File: src/rtl/alu_ctrl_pkg.sv
// Shared definitions for the round-robin ALU sequencer: op codes, flag codes,
// FSM state encoding and the illegal-op helper.
package alu_ctrl_pkg;

    localparam int ALU_DW = 6;
    localparam int ALU_SW = 3;

    localparam logic [2:0] OP_ADD = 3'b000;
    localparam logic [2:0] OP_SUB = 3'b001;
    localparam logic [2:0] OP_AND = 3'b010;
    localparam logic [2:0] OP_OR  = 3'b011;
    localparam logic [2:0] OP_NOT = 3'b100;
    localparam logic [2:0] OP_XOR = 3'b101;

    localparam logic [1:0] FLAG_N  = 2'b00;
    localparam logic [1:0] FLAG_OC = 2'b01;
    localparam logic [1:0] FLAG_B  = 2'b10;
    localparam logic [1:0] FLAG_Z  = 2'b11;

    typedef enum logic [1:0] {
        ST_IDLE  = 2'd0,
        ST_ISSUE = 2'd1,
        ST_WAIT  = 2'd2,
        ST_HOLD  = 2'd3
    } state_t;

    // Codes 110 and 111 have no defined ALU operation.
    function automatic logic op_is_illegal(input logic [2:0] op);
        return op[2] & op[1];
    endfunction

endpackage

File: src/rtl/alu_rr_sequencer_if.sv
// Request, response and ALU-side signals of the sequencer. The slave modport is
// the sequencer's view; the master modport is the requester/consumer/ALU side.
interface alu_rr_sequencer_if #(
    parameter int DW = 6,
    parameter int SW = 3
);
    logic          req0_valid;
    logic          req0_ready;
    logic [SW-1:0] req0_op;
    logic [DW-1:0] req0_a;
    logic [DW-1:0] req0_b;

    logic          req1_valid;
    logic          req1_ready;
    logic [SW-1:0] req1_op;
    logic [DW-1:0] req1_a;
    logic [DW-1:0] req1_b;

    logic          rsp_valid;
    logic          rsp_ready;
    logic          rsp_id;
    logic [DW-1:0] rsp_result;
    logic [1:0]    rsp_flag;
    logic          rsp_err;

    logic [SW-1:0] alu_s;
    logic [DW-1:0] alu_a;
    logic [DW-1:0] alu_b;
    logic [DW-1:0] alu_result;
    logic [1:0]    alu_f;

    modport slave (
        input  req0_valid, req0_op, req0_a, req0_b,
        input  req1_valid, req1_op, req1_a, req1_b,
        input  rsp_ready, alu_result, alu_f,
        output req0_ready, req1_ready,
        output rsp_valid, rsp_id, rsp_result, rsp_flag, rsp_err,
        output alu_s, alu_a, alu_b
    );

    modport master (
        output req0_valid, req0_op, req0_a, req0_b,
        output req1_valid, req1_op, req1_a, req1_b,
        output rsp_ready, alu_result, alu_f,
        input  req0_ready, req1_ready,
        input  rsp_valid, rsp_id, rsp_result, rsp_flag, rsp_err,
        input  alu_s, alu_a, alu_b
    );
endinterface

File: src/rtl/rr_arb2.sv
// Two-way round-robin grant: a lone requester always wins, and on contention
// the requester that was not served last wins.
module rr_arb2 (
    input  logic valid0,
    input  logic valid1,
    input  logic last_gnt,
    output logic gnt0,
    output logic gnt1
);
    assign gnt0 = valid0 & (~valid1 | last_gnt);
    assign gnt1 = valid1 & (~valid0 | ~last_gnt);
endmodule

File: src/rtl/alu_rr_sequencer.sv
// Shares one registered ALU between two requesters with round-robin arbitration.
// Optional macro OP_CHECK_EN: reject op codes 110/111 with rsp_err instead of issuing them.
//
// state | meaning
// IDLE  | waiting for a request; granted requester sees ready
// ISSUE | latched op on ALU inputs, ALU samples at closing edge
// WAIT  | ALU output valid, captured at closing edge
// HOLD  | response presented until rsp_ready
module alu_rr_sequencer
    import alu_ctrl_pkg::*;
#(
    parameter int DW = ALU_DW,
    parameter int SW = ALU_SW
) (
    input  logic              clk,
    input  logic              rst,
    alu_rr_sequencer_if.slave bus,
    output logic              busy
);
    state_t        state, state_nxt;
    logic          gnt0, gnt1;
    logic          accept;
    logic          go_hold;
    logic          last_gnt;
    logic          id_q;
    logic [SW-1:0] sel_op, op_q;
    logic [DW-1:0] sel_a, sel_b, a_q, b_q;
    logic [DW-1:0] result_q;
    logic [1:0]    flag_q;

    rr_arb2 u_arb (
        .valid0   (bus.req0_valid),
        .valid1   (bus.req1_valid),
        .last_gnt (last_gnt),
        .gnt0     (gnt0),
        .gnt1     (gnt1)
    );

    assign accept = (state == ST_IDLE) & (gnt0 | gnt1);
    assign sel_op = gnt1 ? bus.req1_op : bus.req0_op;
    assign sel_a  = gnt1 ? bus.req1_a  : bus.req0_a;
    assign sel_b  = gnt1 ? bus.req1_b  : bus.req0_b;

`ifdef OP_CHECK_EN
    logic err_q;

    assign go_hold = op_is_illegal(sel_op);

    always_ff @(posedge clk) begin
        if (rst) begin
            err_q <= 1'b0;
        end else if (accept) begin
            err_q <= go_hold;
        end
    end

    assign bus.rsp_err = err_q;
`else
    assign go_hold     = 1'b0;
    assign bus.rsp_err = 1'b0;
`endif

    always_ff @(posedge clk) begin
        if (rst) begin
            state <= ST_IDLE;
        end else begin
            state <= state_nxt;
        end
    end

    always_comb begin
        state_nxt      = state;
        bus.req0_ready = 1'b0;
        bus.req1_ready = 1'b0;
        case (state)
            ST_IDLE: begin
                bus.req0_ready = gnt0;
                bus.req1_ready = gnt1;
                if (accept) begin
                    state_nxt = go_hold ? ST_HOLD : ST_ISSUE;
                end
            end
            ST_ISSUE: state_nxt = ST_WAIT;
            ST_WAIT:  state_nxt = ST_HOLD;
            ST_HOLD: begin
                if (bus.rsp_ready) begin
                    state_nxt = ST_IDLE;
                end
            end
            default:  state_nxt = ST_IDLE;
        endcase
    end

    // Result is cleared on accept so a rejected op reports zero; a legal op
    // overwrites it from the ALU in WAIT, the only cycle the ALU output is trusted.
    always_ff @(posedge clk) begin
        if (rst) begin
            op_q     <= '0;
            a_q      <= '0;
            b_q      <= '0;
            id_q     <= 1'b0;
            last_gnt <= 1'b1;
            result_q <= '0;
            flag_q   <= FLAG_N;
        end else begin
            if (accept) begin
                op_q     <= sel_op;
                a_q      <= sel_a;
                b_q      <= sel_b;
                id_q     <= gnt1;
                last_gnt <= gnt1;
                result_q <= '0;
                flag_q   <= FLAG_N;
            end
            if (state == ST_WAIT) begin
                result_q <= bus.alu_result;
                flag_q   <= bus.alu_f;
            end
        end
    end

    assign bus.alu_s      = op_q;
    assign bus.alu_a      = a_q;
    assign bus.alu_b      = b_q;
    assign bus.rsp_valid  = (state == ST_HOLD);
    assign bus.rsp_id     = id_q;
    assign bus.rsp_result = result_q;
    assign bus.rsp_flag   = flag_q;
    assign busy           = (state != ST_IDLE);

endmodule

File: src/flat_wrapper.sv
// flat-port wrapper written by rule: the top's interface ports become plain ports
module alu_rr_sequencer_flat import alu_ctrl_pkg::*;
#(
    parameter int DW = ALU_DW,
    parameter int SW = ALU_SW
)
  (clk, rst, busy, bus_req0_valid, bus_req0_op, bus_req0_a, bus_req0_b, bus_req1_valid, bus_req1_op, bus_req1_a, bus_req1_b, bus_rsp_ready, bus_alu_result, bus_alu_f, bus_req0_ready, bus_req1_ready, bus_rsp_valid, bus_rsp_id, bus_rsp_result, bus_rsp_flag, bus_rsp_err, bus_alu_s, bus_alu_a, bus_alu_b);
  alu_rr_sequencer_if #(.DW(DW), .SW(SW)) bus_i ();
  input  logic clk;
  input  logic rst;
  output logic busy;
  input wire logic [$bits(bus_i.req0_valid)-1:0] bus_req0_valid;
  input wire logic [$bits(bus_i.req0_op)-1:0] bus_req0_op;
  input wire logic [$bits(bus_i.req0_a)-1:0] bus_req0_a;
  input wire logic [$bits(bus_i.req0_b)-1:0] bus_req0_b;
  input wire logic [$bits(bus_i.req1_valid)-1:0] bus_req1_valid;
  input wire logic [$bits(bus_i.req1_op)-1:0] bus_req1_op;
  input wire logic [$bits(bus_i.req1_a)-1:0] bus_req1_a;
  input wire logic [$bits(bus_i.req1_b)-1:0] bus_req1_b;
  input wire logic [$bits(bus_i.rsp_ready)-1:0] bus_rsp_ready;
  input wire logic [$bits(bus_i.alu_result)-1:0] bus_alu_result;
  input wire logic [$bits(bus_i.alu_f)-1:0] bus_alu_f;
  output wire logic [$bits(bus_i.req0_ready)-1:0] bus_req0_ready;
  output wire logic [$bits(bus_i.req1_ready)-1:0] bus_req1_ready;
  output wire logic [$bits(bus_i.rsp_valid)-1:0] bus_rsp_valid;
  output wire logic [$bits(bus_i.rsp_id)-1:0] bus_rsp_id;
  output wire logic [$bits(bus_i.rsp_result)-1:0] bus_rsp_result;
  output wire logic [$bits(bus_i.rsp_flag)-1:0] bus_rsp_flag;
  output wire logic [$bits(bus_i.rsp_err)-1:0] bus_rsp_err;
  output wire logic [$bits(bus_i.alu_s)-1:0] bus_alu_s;
  output wire logic [$bits(bus_i.alu_a)-1:0] bus_alu_a;
  output wire logic [$bits(bus_i.alu_b)-1:0] bus_alu_b;
  assign bus_i.req0_valid = bus_req0_valid;
  assign bus_i.req0_op = bus_req0_op;
  assign bus_i.req0_a = bus_req0_a;
  assign bus_i.req0_b = bus_req0_b;
  assign bus_i.req1_valid = bus_req1_valid;
  assign bus_i.req1_op = bus_req1_op;
  assign bus_i.req1_a = bus_req1_a;
  assign bus_i.req1_b = bus_req1_b;
  assign bus_i.rsp_ready = bus_rsp_ready;
  assign bus_i.alu_result = bus_alu_result;
  assign bus_i.alu_f = bus_alu_f;
  assign bus_req0_ready = bus_i.req0_ready;
  assign bus_req1_ready = bus_i.req1_ready;
  assign bus_rsp_valid = bus_i.rsp_valid;
  assign bus_rsp_id = bus_i.rsp_id;
  assign bus_rsp_result = bus_i.rsp_result;
  assign bus_rsp_flag = bus_i.rsp_flag;
  assign bus_rsp_err = bus_i.rsp_err;
  assign bus_alu_s = bus_i.alu_s;
  assign bus_alu_a = bus_i.alu_a;
  assign bus_alu_b = bus_i.alu_b;
  alu_rr_sequencer #(.DW(DW), .SW(SW)) u_core (.clk(clk), .rst(rst), .bus(bus_i), .busy(busy));
endmodule
File: config.mk
export PLATFORM = sky130hd
export DESIGN_NAME = alu_rr_sequencer_flat
export DESIGN_NICKNAME = d
export VERILOG_FILES = /design/src/rtl/alu_ctrl_pkg.sv /design/src/rtl/alu_rr_sequencer_if.sv /design/src/rtl/rr_arb2.sv /design/src/rtl/alu_rr_sequencer.sv /design/src/flat_wrapper.sv
export SDC_FILE = /design/constraint.sdc
export NUM_CORES = 1
export LEC_CHECK = 0
export CELL_PAD_IN_SITES_DETAIL_PLACEMENT = 1
export CELL_PAD_IN_SITES_GLOBAL_PLACEMENT = 2
export CORE_ASPECT_RATIO = 1.5
export CORE_UTILIZATION = 21
export DETAILED_ROUTE_END_ITERATION = 12
export GPL_ROUTABILITY_DRIVEN = 1
export PLACE_DENSITY_LB_ADDON = 0.25
export SYNTH_ARGS = -nofsm -noshare
export SYNTH_HDL_FRONTEND = slang
export SYNTH_HIERARCHICAL = 1
export SYNTH_SLANG_ARGS = --single-unit
export TNS_END_PERCENT = 100
File: constraint.sdc
create_clock -name clk -period 2.1 [get_ports clk]
set_input_delay 0.315 -clock clk [delete_from_list [all_inputs] [get_ports clk]]
set_output_delay 0.315 -clock clk [all_outputs]
set_load 0.05 [all_outputs]
After elaboration in Yosys (flattened, before gate mapping)

Cells that the tools add are included.

Logic and storage cells: 38
Register bits: 27
Bits of input ports: 43

Bitwise gates (word level): 9
Equal/unequal tests: 5
Multiplexer cells: 12
Reduce and logical (&&, ||, !) cells: 4

Operator list:

| operator           | count |
|---|---|
| $mux 6             | 4 |
| $mux 2             | 4 |
| $pmux 2 s4         | 1 |
| $eq 2x2->1 const B | 2 |
| $reduce_bool 2->1  | 2 |
| $and 1x1->1        | 3 |
| $mux 3             | 1 |
| $not 1->1          | 3 |
| $or 1x1->1         | 3 |
| $eq 2x1->1 const B | 1 |
| $logic_not 2->1    | 1 |
| $mux 1             | 2 |
| $ne 2x1->1 const B | 1 |
| $ne 2x2->1 const B | 1 |
| $reduce_and 2->1   | 1 |

Longest topological paths before layout

Word-level depth: 7
Gate-level depth with buffers: 7

Modules after synthesis

Netlist, hierarchy kept.

By module, submodules not included:

| module           | instances | seq. area each (µm²) | cells an instance | area each (µm²) |
|---|---|---|---|---|
| alu_rr_sequencer | 1         | 540.5                | 136               | 1,287.5 |
| rr_arb2          | 1         | 0.0                  | 3                 | 18.8 |

Worst setup path after synthesis

OpenSTA, ideal clock, no wires.

Kind: input port to flip-flop
From: input bus_req1_valid
To: register u_core.flag_q[1] (netlist: u_core/bus.rsp_flag[1])
Stages: 6
Slack: 0.592 ns
Required time: 2.013 ns
Data arrival time: 1.421 ns
Cell sequence: a21boi_0 > buf_6 > o21a_1 > buf_6 > or4b_1 > o31ai_1

Cells in the longest elaborated chain, start to end: 6
Elaborated cells on any way between the ends: 7
Those cells by class: 6 x bitwise; 1 x reduce/logical

RTL lines:

| item                          | line                    | text |
|---|---|---|
| from (decl)                   | flat_wrapper.sv:16      | `input wire logic [$bits(bus_i.req1_valid)-1:0] bus_req1_valid;` |
| $not 1->1                     | rr_arb2.sv:10           | `assign gnt0 = valid0 & (~valid1 \| last_gnt);` |
| $or 1x1->1                    | rr_arb2.sv:10           |  |
| $and 1x1->1                   | rr_arb2.sv:10           |  |
| $or 1x1->1 *                  | alu_rr_sequencer.sv:39  | `assign accept = (state == ST_IDLE) & (gnt0 \| gnt1);` |
| $and 1x1->1 *                 | alu_rr_sequencer.sv:39  |  |
| $reduce_bool 2->1 (no line) * | n/a                     |  |
| to (signal assigned)          | alu_rr_sequencer.sv:117 | `flag_q <= bus.alu_f;` |
| to (decl)                     | alu_rr_sequencer.sv:29  | `logic [1:0] flag_q;` |

Every way passes the cells marked *; elsewhere a longest branch is shown, timed or not.
A chain may end at the register's enable or synchronous reset.

Worst setup path after layout

From: register u_core.state[1]
To: output bus_rsp_valid

Cells in the longest elaborated chain, start to end: 1

RTL lines:

| item                   | line                    | text |
|---|---|---|
| from (decl)            | alu_rr_sequencer.sv:20  | `state_t state, state_nxt;` |
| from (signal assigned) | alu_rr_sequencer.sv:67  | `state <= state_nxt;` |
| $eq 2x2->1             | alu_rr_sequencer.sv:125 | `assign bus.rsp_valid = (state == ST_HOLD);` |
| to (decl)              | flat_wrapper.sv:25      | `output wire logic [$bits(bus_i.rsp_valid)-1:0] bus_rsp_valid;` |

Every way passes these cells.

==> impl_metrics.tcl <==
set metrics [dict create \
    run_status "finished clean" \
    crit_required_ns 1.78 \
    multi_input_area_um2 673 \
    layout_setup_ws_ns 0.114 \
    vias 1267 \
    cts_hold_buf 0 \
    synthXorXnorAreaFrac_pct 0 \
    fin_worst_skew_ns 0.00129 \
    cp.arrival_ns 1.67 \
    ant_nets 0 \
    diodes 0 \
    drcViolationCount 0 \
    seqCellArea_um2 541 \
    grt_pass1_wl_um 6200 \
    place_inst 272 \
    crit_path_end_kind "output port" \
    rsz0062_at_grt "no" \
    ir_drop_uv 409 \
    wirelength_um 3890 \
    cts_buffers 3 \
    clkLatencyLatePin_ns 0.27 \
    cts_sinks 27 \
    area_growth_pct 62.3 \
    grt_pass1_vias 1436 \
    fp.dieH_um 98.6 \
    synth-simple-area-share_pct 16.6 \
    ios 72 \
    cellPowerDensity_nw_per_um2 1270 \
    synth_cells 139 \
    synthesis.nets 187 \
    antenna_found_initial 0 \
    p_leak_nw 0.785 \
    grt-ovfl-total 0 \
    die_w_um 66.4 \
    fp.dieArea_um2 6550 \
    drt_iter0_drc 33 \
    finalHoldViolations 0 \
    cts_root_buf "clkbuf_8" \
    r2r-end "u_core/bus.rsp_result[4]$_SDFFE_PP0P_" \
    cts_resized 0 \
    syn_area_um2 1310 \
    ff2ff_path_depth 6 \
    firstDrtPassIters 4 \
    cts_tree "done" \
    post-place-ws_ns 0.0378 \
    power_mw 2.69 \
    core_um2 5910 \
    initial_core_util_pct 22.1 \
    cts_max_level 1 \
    nets 253 \
    critPathMaxFanout 5 \
    io_buffers 70 \
    yosysWarnings 6 \
    crit_end "bus_rsp_valid" \
    synth-compound-area-share_pct 18.1 \
    layout-drive-gt1-share_pct 5.88 \
    postSynthAreaPerCell_um2 9.40 \
    ys_ff_latch 27 \
    wl_per_cell_um 14.1 \
    fmax_mhz 504 \
    path_cells "ha_1 > clkdlybuf4s50_1" \
    gp_congestion 0.659 \
    synth_seq_area_share_pct 41.4 \
    grt_max_degree 31 \
    startpoint_type "flop" \
    setup_viol 0 \
    post_cts_buffers 0 \
    vias_per_cell 4.59 \
    crit_family "buffers and inverters" \
    worst_pin_slew_ns 0.539 \
    slew_viol_final 0 \
    cp_slowest_stage_delay_ns 0.80 \
    slew_headroom_pct 63.9 \
    grt.total_usage_pct 12.3 \
    fin_tns_setup_ns 0 \
    rows 34 \
    path_buf_inv 1 \
    slowest_stage "clkdlybuf4s50_1" \
    synthAdderAreaFrac_pct 4.79 \
    period_needed_ns 1.99 \
    ys_types 26 \
    rrSetupSlack_ns 0.39 \
    dp.final_hpwl_um 3160 \
    synthMuxAreaShare_pct 11.5 \
    post-route-period-util_pct 94.6 \
    criticalPathCategory "flop to output port" \
    final_cells 276 \
    cts.clk_slew.worst_paths_ns 0.09 \
    drv_cap 0 \
    cp-startpoint "u_core/state[1]$_SDFFE_PP0P_" \
    r2r-start "u_core/state[0]$_SDFFE_PP0P_" \
    hp-class "flop to flop" \
    final.fill_count 668 \
    cts_max_path_buffers 2 \
    crit_cells 2 \
    synth_top_family_by_area "compound AO/OA/AOI/OAI gates" \
]
==> sequential cells by signal, indices dropped and copies added, names as in the netlist <==
name / count
u_core/bus.alu_a: 6
u_core/bus.alu_b: 6
u_core/bus.rsp_result: 6
u_core/bus.alu_s: 3
u_core/bus.rsp_flag: 2
u_core/state: 2
u_core/bus.rsp_id: 1
u_core/last_gnt: 1
==> layout by cell type (no fill, tap or decap), types with 3 or more instances in the layout <==
master / instances
a211oi_1: 15
buf_4: 5
clkbuf_8: 3
clkdlybuf4s50_1: 67
dfxtp_1: 27
ha_1: 5
inv_1: 6
mux2i_1: 15
nand2_1: 9
nor2_1: 17
nor2b_1: 3
o31ai_1: 8
or4b_1: 8
==> through the flow <==
stage | instance area (um^2) | utilization (%) | hold WS (ns)
floorplan | 1310 | - | 0.454
global placement | 2070 | 35.1 | 0.484
detailed placement | 2070 | 35.1 | 0.498
CTS | 2120 | 35.8 | 0.509
global route | 2120 | 35.8 | 0.531
finish | 2120 | 35.8 | 0.504
==> worst min-delay path, delay by kind of cell (launching register included) <==
kind               cells  cell delay [ns]
AOI/OAI and AO/OA      1             0.05
DFF                    1             0.32
and+or+nand+nor        1             0.09
==> Yosys cell counts <==
| master | n | area, um^2 |
|---|---|---|
| dfxtp_1 | 27 | 541 |
| nor2_1 | 17 | 63.8 |
| a211oi_1 | 15 | 113 |
| mux2i_1 | 15 | 150 |
| nand2_1 | 9 | 33.8 |
| o31ai_1 | 8 | 60.1 |
| or4b_1 | 8 | 80.1 |
| inv_1 | 6 | 22.5 |
| buf_2 | 5 | 25.0 |
| ha_1 | 5 | 62.6 |
| buf_1 | 3 | 11.3 |
| nor2b_1 | 3 | 18.8 |
| buf_6 | 2 | 22.5 |
| clkbuf_1 | 2 | 7.51 |
| o21ai_0 | 2 | 10.0 |
| o41ai_1 | 2 | 17.5 |
| a211o_1 | 1 | 8.76 |
| a21boi_0 | 1 | 7.51 |
| a21boi_1 | 1 | 7.51 |
| a21oi_1 | 1 | 5.00 |
| and2_1 | 1 | 6.26 |
| buf_4 | 1 | 7.51 |
| conb_1 | 1 | 3.75 |
| nor2_2 | 1 | 6.26 |
| nor3b_1 | 1 | 7.51 |
| o21a_1 | 1 | 7.51 |
==> final cells by class <==
cell class,count,share of cell area [%]
Sequential cell,27,25.5
Tap cell,72,4.25
Inverter,6,1.06
Clock buffer,4,2.13
Timing Repair Buffer,74,35.3
Multi-Input combinational cell,93,31.8
==> power breakdown <==
group | switching, mW | total [mW] | internal [mW]
combinational | 1.06 | 1.64 | 0.583
sequential | 0.0895 | 0.755 | 0.666
clock | 0.163 | 0.299 | 0.136
==> logic make-up (layout without fill, tap and decap cells) <==
family / after synthesis / count (layout)
DFF: 27 / 27
and+or+nand+nor: 40 / 40
muxes: 15 / 15
buffers and inverters: 19 / 84
other: 1 / 1
adders and majority gates: 5 / 5
AOI/OAI and AO/OA: 32 / 32
==> worst min path at each step <==
stage,from,to,depth (start not counted)
after floorplan,u_core/last_gnt$_SDFFE_PP1P_,u_core/last_gnt$_SDFFE_PP1P_,1
after global placement,u_core/bus.rsp_id$_SDFFE_PP0P_,u_core/bus.rsp_id$_SDFFE_PP0P_,2
after detailed placement,u_core/bus.alu_a[2]$_SDFFE_PP0P_,u_core/bus.alu_a[2]$_SDFFE_PP0P_,2
after CTS,u_core/bus.alu_a[2]$_SDFFE_PP0P_,u_core/bus.alu_a[2]$_SDFFE_PP0P_,2
after global routing,u_core/bus.alu_b[4]$_SDFFE_PP0P_,u_core/bus.alu_b[4]$_SDFFE_PP0P_,2
final,u_core/bus.alu_b[2]$_SDFFE_PP0P_,u_core/bus.alu_b[2]$_SDFFE_PP0P_,2
==> metal layers <==
| metal | up-vias | share of wire, % | GRT usage, % |
|---|---|---|---|
| met4 | 0 | 0.77 | 3.93 |
| met3 | 2 | 6.9 | 2.55 |
| li1 | 627 | - | - |
| met5 | - | 0 | 0 |
| met1 | 595 | 33 | 10.5 |
| met2 | 43 | 59 | 26.1 |
No activity file was read; power rests on OpenSTA's default activity.
